$ cat config.mk
export PLATFORM = sky130hd
export DESIGN_NAME = neuron_arbiter_flat
export DESIGN_NICKNAME = d
export VERILOG_FILES = /design/src/rtl/neuron_arbiter_if.sv /design/src/rtl/neuron_arbiter.sv /design/src/flat_wrapper.sv
export SDC_FILE = /design/constraint.sdc
export NUM_CORES = 1
export LEC_CHECK = 0
export ABC_AREA = 0
export BUFFER_PORTS_ARGS = -buffer_cell sky130_fd_sc_hd__buf_2
export CAP_MARGIN = 20
export CORE_UTILIZATION = 50
export CTS_CLUSTER_DIAMETER = 60
export DETAILED_ROUTE_END_ITERATION = 12
export PLACE_DENSITY = 0.74
export SLEW_MARGIN = 30
export SYNTH_ARGS = -nofsm -noshare
export SYNTH_HDL_FRONTEND = slang
export SYNTH_SLANG_ARGS = --single-unit
$ cat constraint.sdc
create_clock -name clk -period 4.7 [get_ports clk]
set_input_delay 0.235 -clock clk [delete_from_list [all_inputs] [get_ports clk]]
set_output_delay 0.235 -clock clk [all_outputs]
set_load 0.02 [all_outputs]
$ cat src/rtl/neuron_arbiter_if.sv
// Neuron-side 4-phase bundled-data channels: input (data_in/req_in/ack_in)
// and output (data_out/req_out/ack_out). The arbiter is the master.
interface neuron_arbiter_if;
   logic n_data_in;
   logic n_req_in;
   logic n_ack_in;
   logic n_data_out;
   logic n_req_out;
   logic n_ack_out;

   modport master (
      output n_data_in, n_req_in, n_ack_out,
      input  n_ack_in, n_data_out, n_req_out
   );

   modport slave (
      input  n_data_in, n_req_in, n_ack_out,
      output n_ack_in, n_data_out, n_req_out
   );
endinterface

$ cat src/rtl/neuron_arbiter.sv
// Round-robin sharing of one asynchronous neuron among N_SRC spike sources,
// with output-spike re-timing. Define NEURON_ARB_TIMEOUT_EN for the ack timeout.
module neuron_arbiter #(
   parameter int N_SRC       = 4,
   parameter int SETUP_CYC   = 2,
   parameter int SYNC_STAGES = 2,
   parameter int CNT_W       = 8,
   parameter int TIMEOUT_CYC = 255
) (
   input  logic                     clk,
   input  logic                     rst,
   input  logic [N_SRC-1:0]         src_req,
   input  logic [N_SRC-1:0]         src_data,
   output logic [N_SRC-1:0]         src_gnt,
   neuron_arbiter_if.master         nrn,
   output logic                     spike_valid,
   output logic                     spike_data,
   output logic [$clog2(N_SRC)-1:0] spike_src,
   output logic [CNT_W-1:0]         fire_count,
   output logic                     busy,
   output logic                     err_timeout
);

   localparam int IDX_W   = $clog2(N_SRC);
   localparam int SETUP_W = $clog2(SETUP_CYC + 1);
   localparam int TO_W    = $clog2(TIMEOUT_CYC + 1);

`ifdef NEURON_ARB_TIMEOUT_EN
   localparam bit TIMEOUT_EN = 1'b1;
`else
   localparam bit TIMEOUT_EN = 1'b0;
`endif

   typedef enum logic [1:0] {IDLE, SETUP, REQ, REL} in_state_t;
   typedef enum logic       {O_IDLE, O_ACK}         out_state_t;

   in_state_t          st;
   out_state_t         ost;
   logic [IDX_W-1:0]   idx;
   logic [IDX_W-1:0]   rr_ptr;
   logic [IDX_W-1:0]   rr_next;
   logic [IDX_W-1:0]   pick_idx;
   logic [SETUP_W-1:0] setup_cnt;
   logic [TO_W-1:0]    to_cnt;
   logic               to_expired;
   int                 cand;

   logic [SYNC_STAGES-1:0] ack_in_sync;
   logic [SYNC_STAGES-1:0] req_out_sync;
   logic [SYNC_STAGES-1:0] data_out_sync;
   logic                   ack_in_s;
   logic                   req_out_s;
   logic                   data_out_s;

   always_ff @(posedge clk or posedge rst) begin
      if (rst) begin
         ack_in_sync   <= '0;
         req_out_sync  <= '0;
         data_out_sync <= '0;
      end else begin
         ack_in_sync   <= (ack_in_sync   << 1) | SYNC_STAGES'(nrn.n_ack_in);
         req_out_sync  <= (req_out_sync  << 1) | SYNC_STAGES'(nrn.n_req_out);
         data_out_sync <= (data_out_sync << 1) | SYNC_STAGES'(nrn.n_data_out);
      end
   end

   assign ack_in_s   = ack_in_sync[SYNC_STAGES-1];
   assign req_out_s  = req_out_sync[SYNC_STAGES-1];
   assign data_out_s = data_out_sync[SYNC_STAGES-1];

   // Scan from the highest offset down so the lowest offset from rr_ptr wins.
   always_comb begin
      // NOTE: every always_comb output gets a default first so no latch is inferred.
      pick_idx = '0;
      cand     = 0;
      for (int i = N_SRC - 1; i >= 0; i--) begin
         cand = int'(rr_ptr) + i;
         if (cand >= N_SRC) cand = cand - N_SRC;
         if (src_req[IDX_W'(cand)]) pick_idx = IDX_W'(cand);
      end
   end

   assign rr_next    = (idx == IDX_W'(N_SRC - 1)) ? '0 : idx + 1'b1;
   assign to_expired = TIMEOUT_EN && (to_cnt == TO_W'(TIMEOUT_CYC - 1));

   always_ff @(posedge clk or posedge rst) begin
      if (rst) begin
         to_cnt <= '0;
      end else if (TIMEOUT_EN && st == REQ) begin
         to_cnt <= to_cnt + 1'b1;
      end else begin
         to_cnt <= '0;
      end
   end

   always_ff @(posedge clk or posedge rst) begin
      if (rst) begin
         st            <= IDLE;
         idx           <= '0;
         rr_ptr        <= '0;
         setup_cnt     <= '0;
         nrn.n_data_in <= 1'b0;
         nrn.n_req_in  <= 1'b0;
         src_gnt       <= '0;
         spike_src     <= '0;
         busy          <= 1'b0;
         err_timeout   <= 1'b0;
      end else begin
         // NOTE: state uses <= only; the pulse default below is overridden later in the same block.
         src_gnt <= '0;
         case (st)
            IDLE: begin
               if (|src_req) begin
                  idx           <= pick_idx;
                  nrn.n_data_in <= src_data[pick_idx];
                  setup_cnt     <= '0;
                  busy          <= 1'b1;
                  st            <= SETUP;
               end
            end
            SETUP: begin
               if (setup_cnt == SETUP_W'(SETUP_CYC - 1)) begin
                  nrn.n_req_in <= 1'b1;
                  st           <= REQ;
               end else begin
                  setup_cnt <= setup_cnt + 1'b1;
               end
            end
            REQ: begin
               if (ack_in_s) begin
                  nrn.n_req_in <= 1'b0;
                  st           <= REL;
               end else if (to_expired) begin
                  // Abandon without a grant; the request stays pending and rr moves on.
                  nrn.n_req_in <= 1'b0;
                  err_timeout  <= 1'b1;
                  rr_ptr       <= rr_next;
                  busy         <= 1'b0;
                  st           <= IDLE;
               end
            end
            REL: begin
               if (!ack_in_s) begin
                  src_gnt[idx] <= 1'b1;
                  spike_src    <= idx;
                  rr_ptr       <= rr_next;
                  busy         <= 1'b0;
                  st           <= IDLE;
               end
            end
            default: st <= IDLE;
         endcase
      end
   end

   always_ff @(posedge clk or posedge rst) begin
      if (rst) begin
         ost           <= O_IDLE;
         nrn.n_ack_out <= 1'b0;
         spike_valid   <= 1'b0;
         spike_data    <= 1'b0;
         fire_count    <= '0;
      end else begin
         spike_valid <= 1'b0;
         case (ost)
            O_IDLE: begin
               if (req_out_s) begin
                  spike_data    <= data_out_s;
                  spike_valid   <= 1'b1;
                  nrn.n_ack_out <= 1'b1;
                  if (data_out_s && fire_count != '1) fire_count <= fire_count + 1'b1;
                  ost <= O_ACK;
               end
            end
            O_ACK: begin
               if (!req_out_s) begin
                  nrn.n_ack_out <= 1'b0;
                  ost           <= O_IDLE;
               end
            end
            default: ost <= O_IDLE;
         endcase
      end
   end

endmodule

$ cat src/flat_wrapper.sv
// flat-port wrapper written by rule: the top's interface ports become plain ports
module neuron_arbiter_flat 
#(
   parameter int N_SRC       = 4,
   parameter int SETUP_CYC   = 2,
   parameter int SYNC_STAGES = 2,
   parameter int CNT_W       = 8,
   parameter int TIMEOUT_CYC = 255
)
  (clk, rst, src_req, src_data, src_gnt, spike_valid, spike_data, spike_src, fire_count, busy, err_timeout, nrn_n_data_in, nrn_n_req_in, nrn_n_ack_out, nrn_n_ack_in, nrn_n_data_out, nrn_n_req_out);
  neuron_arbiter_if nrn_i ();
  input  logic clk;
  input  logic rst;
  input  logic [N_SRC-1:0] src_req;
  input  logic [N_SRC-1:0] src_data;
  output logic [N_SRC-1:0] src_gnt;
  output logic spike_valid;
  output logic spike_data;
  output logic [$clog2(N_SRC)-1:0] spike_src;
  output logic [CNT_W-1:0] fire_count;
  output logic busy;
  output logic err_timeout;
  output wire logic [$bits(nrn_i.n_data_in)-1:0] nrn_n_data_in;
  output wire logic [$bits(nrn_i.n_req_in)-1:0] nrn_n_req_in;
  output wire logic [$bits(nrn_i.n_ack_out)-1:0] nrn_n_ack_out;
  input wire logic [$bits(nrn_i.n_ack_in)-1:0] nrn_n_ack_in;
  input wire logic [$bits(nrn_i.n_data_out)-1:0] nrn_n_data_out;
  input wire logic [$bits(nrn_i.n_req_out)-1:0] nrn_n_req_out;
  assign nrn_n_data_in = nrn_i.n_data_in;
  assign nrn_n_req_in = nrn_i.n_req_in;
  assign nrn_n_ack_out = nrn_i.n_ack_out;
  assign nrn_i.n_ack_in = nrn_n_ack_in;
  assign nrn_i.n_data_out = nrn_n_data_out;
  assign nrn_i.n_req_out = nrn_n_req_out;
  neuron_arbiter #(.N_SRC(N_SRC), .SETUP_CYC(SETUP_CYC), .SYNC_STAGES(SYNC_STAGES), .CNT_W(CNT_W), .TIMEOUT_CYC(TIMEOUT_CYC)) u_core (.clk(clk), .rst(rst), .src_req(src_req), .src_data(src_data), .src_gnt(src_gnt), .nrn(nrn_i), .spike_valid(spike_valid), .spike_data(spike_data), .spike_src(spike_src), .fire_count(fire_count), .busy(busy), .err_timeout(err_timeout));
endmodule
==> flow_summary.json, run 1 <==
{
  "outcome": "complete, no violations",
  "max_freq_mhz": 546,
  "clock_latency_ps": 330,
  "antenna_left": 0,
  "grt_pass1_vias": 1044,
  "totalWireLength_um": 2630,
  "cts_root_buf": "clkbuf_4",
  "slew_violations": 0,
  "final_cell_mix": "dfrtp_1, buf_2, ha_1",
  "htree_levels": 2,
  "cp.required_ps": 4930,
  "start_kind": "flop",
  "vdd.ir_drop.worst_uv": 337,
  "grt_pass1_wl_um": 4370,
  "start_util_pct": 53.0,
  "path_clk_slew_ps": 100,
  "switching_share_pct": 39.2,
  "hold_path_class": "primary input to flop",
  "row_count": 20,
  "worstMarginPinSlew_ps": 554,
  "vias": 1110,
  "syn_area_mm2": 0.00162,
  "post_cts_resized": 0,
  "grt_overflow": 0,
  "period_minus_slack_ps": 1830,
  "synth_warnings": 0,
  "cp.arrival_ps": 2060,
  "fin_area_mm2": 0.00192,
  "drv_cap": 0,
  "clkSinkCount": 35,
  "drt_iter0_drc": 37,
  "port_buffers": 32,
  "rsz0062_at_grt": "no",
  "die_w_um": 58.9,
  "area_growth_pct": 18.7,
  "io_pins": 34,
  "setup_violations": 0,
  "via_per_inst": 4.96,
  "combPwrFrac_pct": 40.7,
  "syn_inst": 137,
  "clkPwrFrac_pct": 14.9,
  "core_area_mm2": 0.00305,
  "dp_cells": 212,
  "relSlewSlack_pct": 63.0,
  "p_seq_share_pct": 44.4,
  "grt_usage_pct": 17.5,
  "power-per-cell-area_mw_per_mm2": 539,
  "p_int_uw": 629,
  "skew_ps": 2.41,
  "switchingPower_uw": 405,
  "drt_pre_antenna_iters": 4,
  "fin_nets": 204,
  "n_antenna_cell": 0,
  "final_layout_size_suffix_gt1_share_pct": 27.2,
  "fin_crit_sh_pct": 39.0,
  "synth_nets": 162,
  "seq_area_frac_synth_pct": 54.2,
  "final_common_cell": "dfrtp_1",
  "hold_buffers": 4,
  "cellLeakagePower_uw": 0.000981,
  "drc": 0,
  "die_y_um": 58.9,
  "crit_fanout": 8,
  "tns_ps": 0,
  "cts_tree": "yes",
  "cts_setup_buffers": 0,
  "cts_buffers": 5,
  "worstSetupPathType": "flop to flop",
  "synth.avg_cell_area_um2": 11.8,
  "ys_ff_latch": 35,
  "die_area_mm2": 0.00346,
  "grt_max_degree": 36,
  "wl_per_cell_um": 11.7,
  "clk_path_buf_depth": 2,
  "gp_congestion": 0.784,
  "hold_violations": 0,
  "fin_cells": 224,
  "antenna_found_initial": 0,
  "cp-end-kind": "flop",
  "place_hpwl_um": 1950,
  "place_area_mm2": 0.00183,
  "synth_cell_type_count": 32
}
==> flip-flops by register name, indices dropped and copies added (netlist names) <==
signal / flops
u_core.ack_in_sync: 2
u_core.nrn.n_ack_out: 1
u_core.st: 2
u_core.src_gnt: 4
u_core.data_out_sync: 2
u_core.fire_count: 8
u_core.spike_valid: 1
u_core.busy: 1
u_core.req_out_sync: 2
u_core.nrn.n_req_in: 1
u_core.idx: 2
u_core.ost: 1
u_core.nrn.n_data_in: 1
u_core.rr_ptr: 2
u_core.spike_src: 2
u_core.spike_data: 1
u_core.setup_cnt: 2
==> power groups by stage <==
stage | clock network, uW | registers [uW] | logic, uW
after floorplan | 0 | 512 | 252
after global placement | 0 | 458 | 399
after detailed placement | 0 | 464 | 421
after CTS | 160 | 460 | 427
after global routing | 171 | 472 | 472
final | 154 | 459 | 421
==> final cells by class <==
cell class,count,area [um2]
flip-flops and latches,35,876
repair buffers,37,208
multi-input cells,89,688
clock buffers,7,45.0
clock inverters,1,5.00
fillers,264,1130
well taps,44,55.1
inverters,11,41.3
==> through the flow <==
stage / total power [uW] / util, % / setup WS [ps] / hold slack, ps
after floorplan: 765 / - / 2900 / 266
after global placement: 857 / 59.9 / 2960 / 336
after detailed placement: 885 / 59.9 / 2890 / 336
after CTS: 1050 / 62.8 / 2870 / 229
after global routing: 1110 / 62.8 / 2800 / 252
final: 1030 / 62.8 / 2870 / 240
==> cell usage after synthesis <==
cell type	instances	area share, %
o22ai_1	1	0.39
nor4_1	1	0.39
and4_1	1	0.54
xnor2_1	6	3.3
conb_1	1	0.23
nand3_1	2	0.62
buf_4	1	0.46
o21bai_1	1	0.46
a21oi_1	5	1.5
nand2b_1	3	1.2
nor2_1	3	0.70
xor2_1	1	0.54
ha_1	12	9.3
mux2i_1	3	1.9
nand4_1	3	1.2
and3b_1	1	0.54
clkbuf_1	1	0.23
inv_1	11	2.6
nor2b_1	2	0.77
nor3_1	2	0.62
dfrtp_1	35	54
o2bb2a_1	1	0.62
nand2_1	11	2.6
mux2_2	8	5.6
a211oi_1	1	0.46
a2111oi_0	1	0.54
and3_4	1	0.70
and3_1	2	0.77
and2_1	5	1.9
a311oi_4	1	1.6
a21o_1	4	1.9
o21ai_0	6	1.9
==> final timing paths <==
path	startpoint	endpoint	slack, ps	depth (start not counted)
worst min register to register	u_core.data_out_sync[0]	u_core.data_out_sync[1]	360	0
worst max register to register	u_core.fire_count[0]	u_core.fire_count[1]	2870	4
min in group asynchronous	rst	u_core.nrn.n_ack_out	520	4
worst min-delay path	src_data[3]	u_core.nrn.n_data_in	240	3
worst max-delay path	u_core.fire_count[0]	u_core.fire_count[1]	2870	4
max in group asynchronous	rst	u_core.rr_ptr[1]	3880	4
==> layer usage <==
layer  share of wire, %  track usage, %  vias to the layer above
met5                  0               0                        -
met4                1.8            8.16                        0
met3                4.0            6.81                        6
met2                 50            28.2                       20
met1                 44            20.5                      531
li1                   -               -                      553
==> logic make-up (layout without fill, tap and decap cells) <==
logic type | Yosys count | after routing | synth area share [%]
simple gates | 37 | 37 | 12.5
flops | 35 | 35 | 54.2
compound gates | 21 | 21 | 9.37
buf+inv | 13 | 56 | 3.25
fa+ha+maj | 12 | 12 | 9.29
mux | 11 | 11 | 7.43
xor+xnor | 7 | 7 | 3.79
other cells | 1 | 1 | 0.232
==> worst max-delay path, stage by stage (launching register included) <==
cell and delay (ps):
dfrtp_1 430, ha_1 250, and3_4 190, a311oi_4 470, mux2_2 390
Note: power is estimated with default switching activity, not from simulation.
==> inputs of run 2 (changes only) <==
==> constraint.sdc (replaced) <==
create_clock -name clk -period 1.7 [get_ports clk]
set_input_delay 0.085 -clock clk [delete_from_list [all_inputs] [get_ports clk]]
set_output_delay 0.085 -clock clk [all_outputs]
set_load 0.02 [all_outputs]
==> flow_summary.json, run 2 (synthesized netlist as in run 1, its figures left out) <==
{
  "cts_tree": "yes",
  "grt_pass1_vias": 1117,
  "period_minus_slack_ps": 1650,
  "switchingPower_uw": 1130,
  "cp.required_ps": 1920,
  "fin_nets": 217,
  "clock_latency_ps": 330,
  "final_cell_mix": "buf_2, dfrtp_1, buf_4",
  "skew_ps": 4.23,
  "drv_cap": 0,
  "total_power_uw": 3090,
  "reg2reg_from": "u_core.fire_count[4]",
  "die_area_mm2": 0.00346,
  "vias": 1153,
  "final_layout_size_suffix_gt1_share_pct": 35.2,
  "fin_area_mm2": 0.00205,
  "cts_buffers": 5,
  "grt_max_degree": 36,
  "grt_usage_pct": 18.2,
  "worstSetupPathType": "flop to flop",
  "cts_root_buf": "clkbuf_4",
  "path_clk_slew_ps": 100,
  "p_seq_share_pct": 40.2,
  "place_hpwl_um": 2050,
  "clkSinkCount": 35,
  "crit_buf_inv": 1,
  "gp_congestion": 0.749,
  "min_from": "src_data[3]",
  "largest_reg_flops": 8,
  "htree_levels": 2,
  "switching_share_pct": 36.5,
  "nFillCells": 249,
  "cpMaxStageDelayCell": "dfrtp_2",
  "r2r_slack_ps": 50,
  "start_util_pct": 53.0,
  "crit_fanout": 8,
  "core_area_mm2": 0.00305,
  "wl_met2_um": 1340,
  "hold_path_class": "primary input to flop",
  "worstReg2RegEnd": "u_core.fire_count[1]",
  "row_count": 20,
  "tns_ps": 0,
  "n_antenna_cell": 0,
  "hold_violations": 0,
  "wl_met3_um": 108,
  "totalWireLength_um": 2690,
  "worst_path_largest_cell_delay_ps": 410,
  "reg2reg_depth": 5,
  "slew_violations": 0,
  "top_layer": "met4",
  "die_w_um": 58.9,
  "grt_pass1_wl_um": 4540,
  "drt_iter0_drc": 25,
  "drc": 0,
  "hold_depth": 3,
  "combPwrFrac_pct": 43.8,
  "setup_violations": 0,
  "critical_path.cell_chain": "and3_1, and3_4, a311oi_4, buf_6, mux2_4",
  "drt_pre_antenna_iters": 4,
  "top_regs": "u_core.fire_count: 8 flops, u_core.src_gnt: 4 flops",
  "die_y_um": 58.9,
  "antenna_found_initial": 0,
  "clk_path_buf_depth": 2,
  "top_register": "u_core.fire_count",
  "grt_overflow": 0,
  "max_freq_mhz": 605,
  "io_pins": 34,
  "port_buffers": 32,
  "outcome": "complete, no violations",
  "fin_crit_sh_pct": 97.3,
  "p_int_uw": 1960,
  "cp-end-kind": "flop",
  "clkPwrFrac_pct": 16.0,
  "start_kind": "flop",
  "cp.arrival_ps": 1870,
  "vdd.ir_drop.worst_uv": 871,
  "area_growth_pct": 26.9,
  "via_per_inst": 4.86,
  "hold_path_end": "u_core.nrn.n_data_in",
  "wl_per_cell_um": 11.3,
  "power-per-cell-area_mw_per_mm2": 1510,
  "rsz0062_at_grt": "no",
  "place_area_mm2": 0.00191,
  "cpLargestDelayFamily": "flip-flops",
  "antenna_left": 0,
  "met1_length_um": 1150,
  "cellLeakagePower_uw": 0.00106
}
run 2: area by class of cell:
class	instances	area (um2)	share of cell area [%]
flip-flops and latches	35	880	42.9
multi-input cells	89	698	34.0
repair buffers	50	309	15.1
well taps	44	55.1	2.68
clock buffers	8	68.8	3.35
inverters	11	41.3	2.01
run 2: worst max-delay path by stage:
stage	from	endpoint	slack [ps]	cells past startpoint
floorplan	u_core.fire_count[3]	u_core.fire_count[1]	10	4
global placement	u_core.fire_count[1]	u_core.fire_count[1]	60	4
detailed placement	u_core.fire_count[1]	u_core.fire_count[5]	10	5
CTS	u_core.fire_count[1]	u_core.fire_count[1]	5	4
global route	u_core.rr_ptr[1]	u_core.nrn.n_data_in	3	6
finish	u_core.fire_count[4]	u_core.fire_count[1]	50	5
run 2: per-layer routing:
metal	global-route usage [%]	vias up
li1	-	575
met1	19.5	542
met2	30.7	27
met3	5.71	9
met4	11.9	0
met5	0	-
run 2: repair_timing:
action	CTS	global route
setup endpoints to repair	0	9
resized for setup	0	3
hold buffers	4	0
buffers inserted	0	4
hold endpoints to repair	38	0
run 2: tightest hold or removal path, delay by kind of cell:
| kind | cells | cell delay, ps |
|---|---|---|
| buffers and inverters | 1 | 100 |
| AOI/OAI and AO/OA | 1 | 90 |
| muxes | 1 | 120 |
run 2: power groups by stage:
stage	registers (uW)	clock network, uW	logic [uW]
finish	1250	494	1350
global route	1280	555	1540
CTS	1250	514	1340
detailed placement	1270	0	1330
global placement	1250	0	1270
floorplan	1420	0	711
run 2: through the flow:
step	worst slack, ps	utilization [%]	cells	hold slack, ps
5_1_grt	2.53	67.2	237	106
6_report	45.8	67.2	237	96.2
3_5_place_dp	14.6	62.4	221	195
2_1_floorplan	11.0	-	137	116
3_3_place_gp	62.4	62.4	221	193
4_1_cts	5.36	66.0	233	80.5
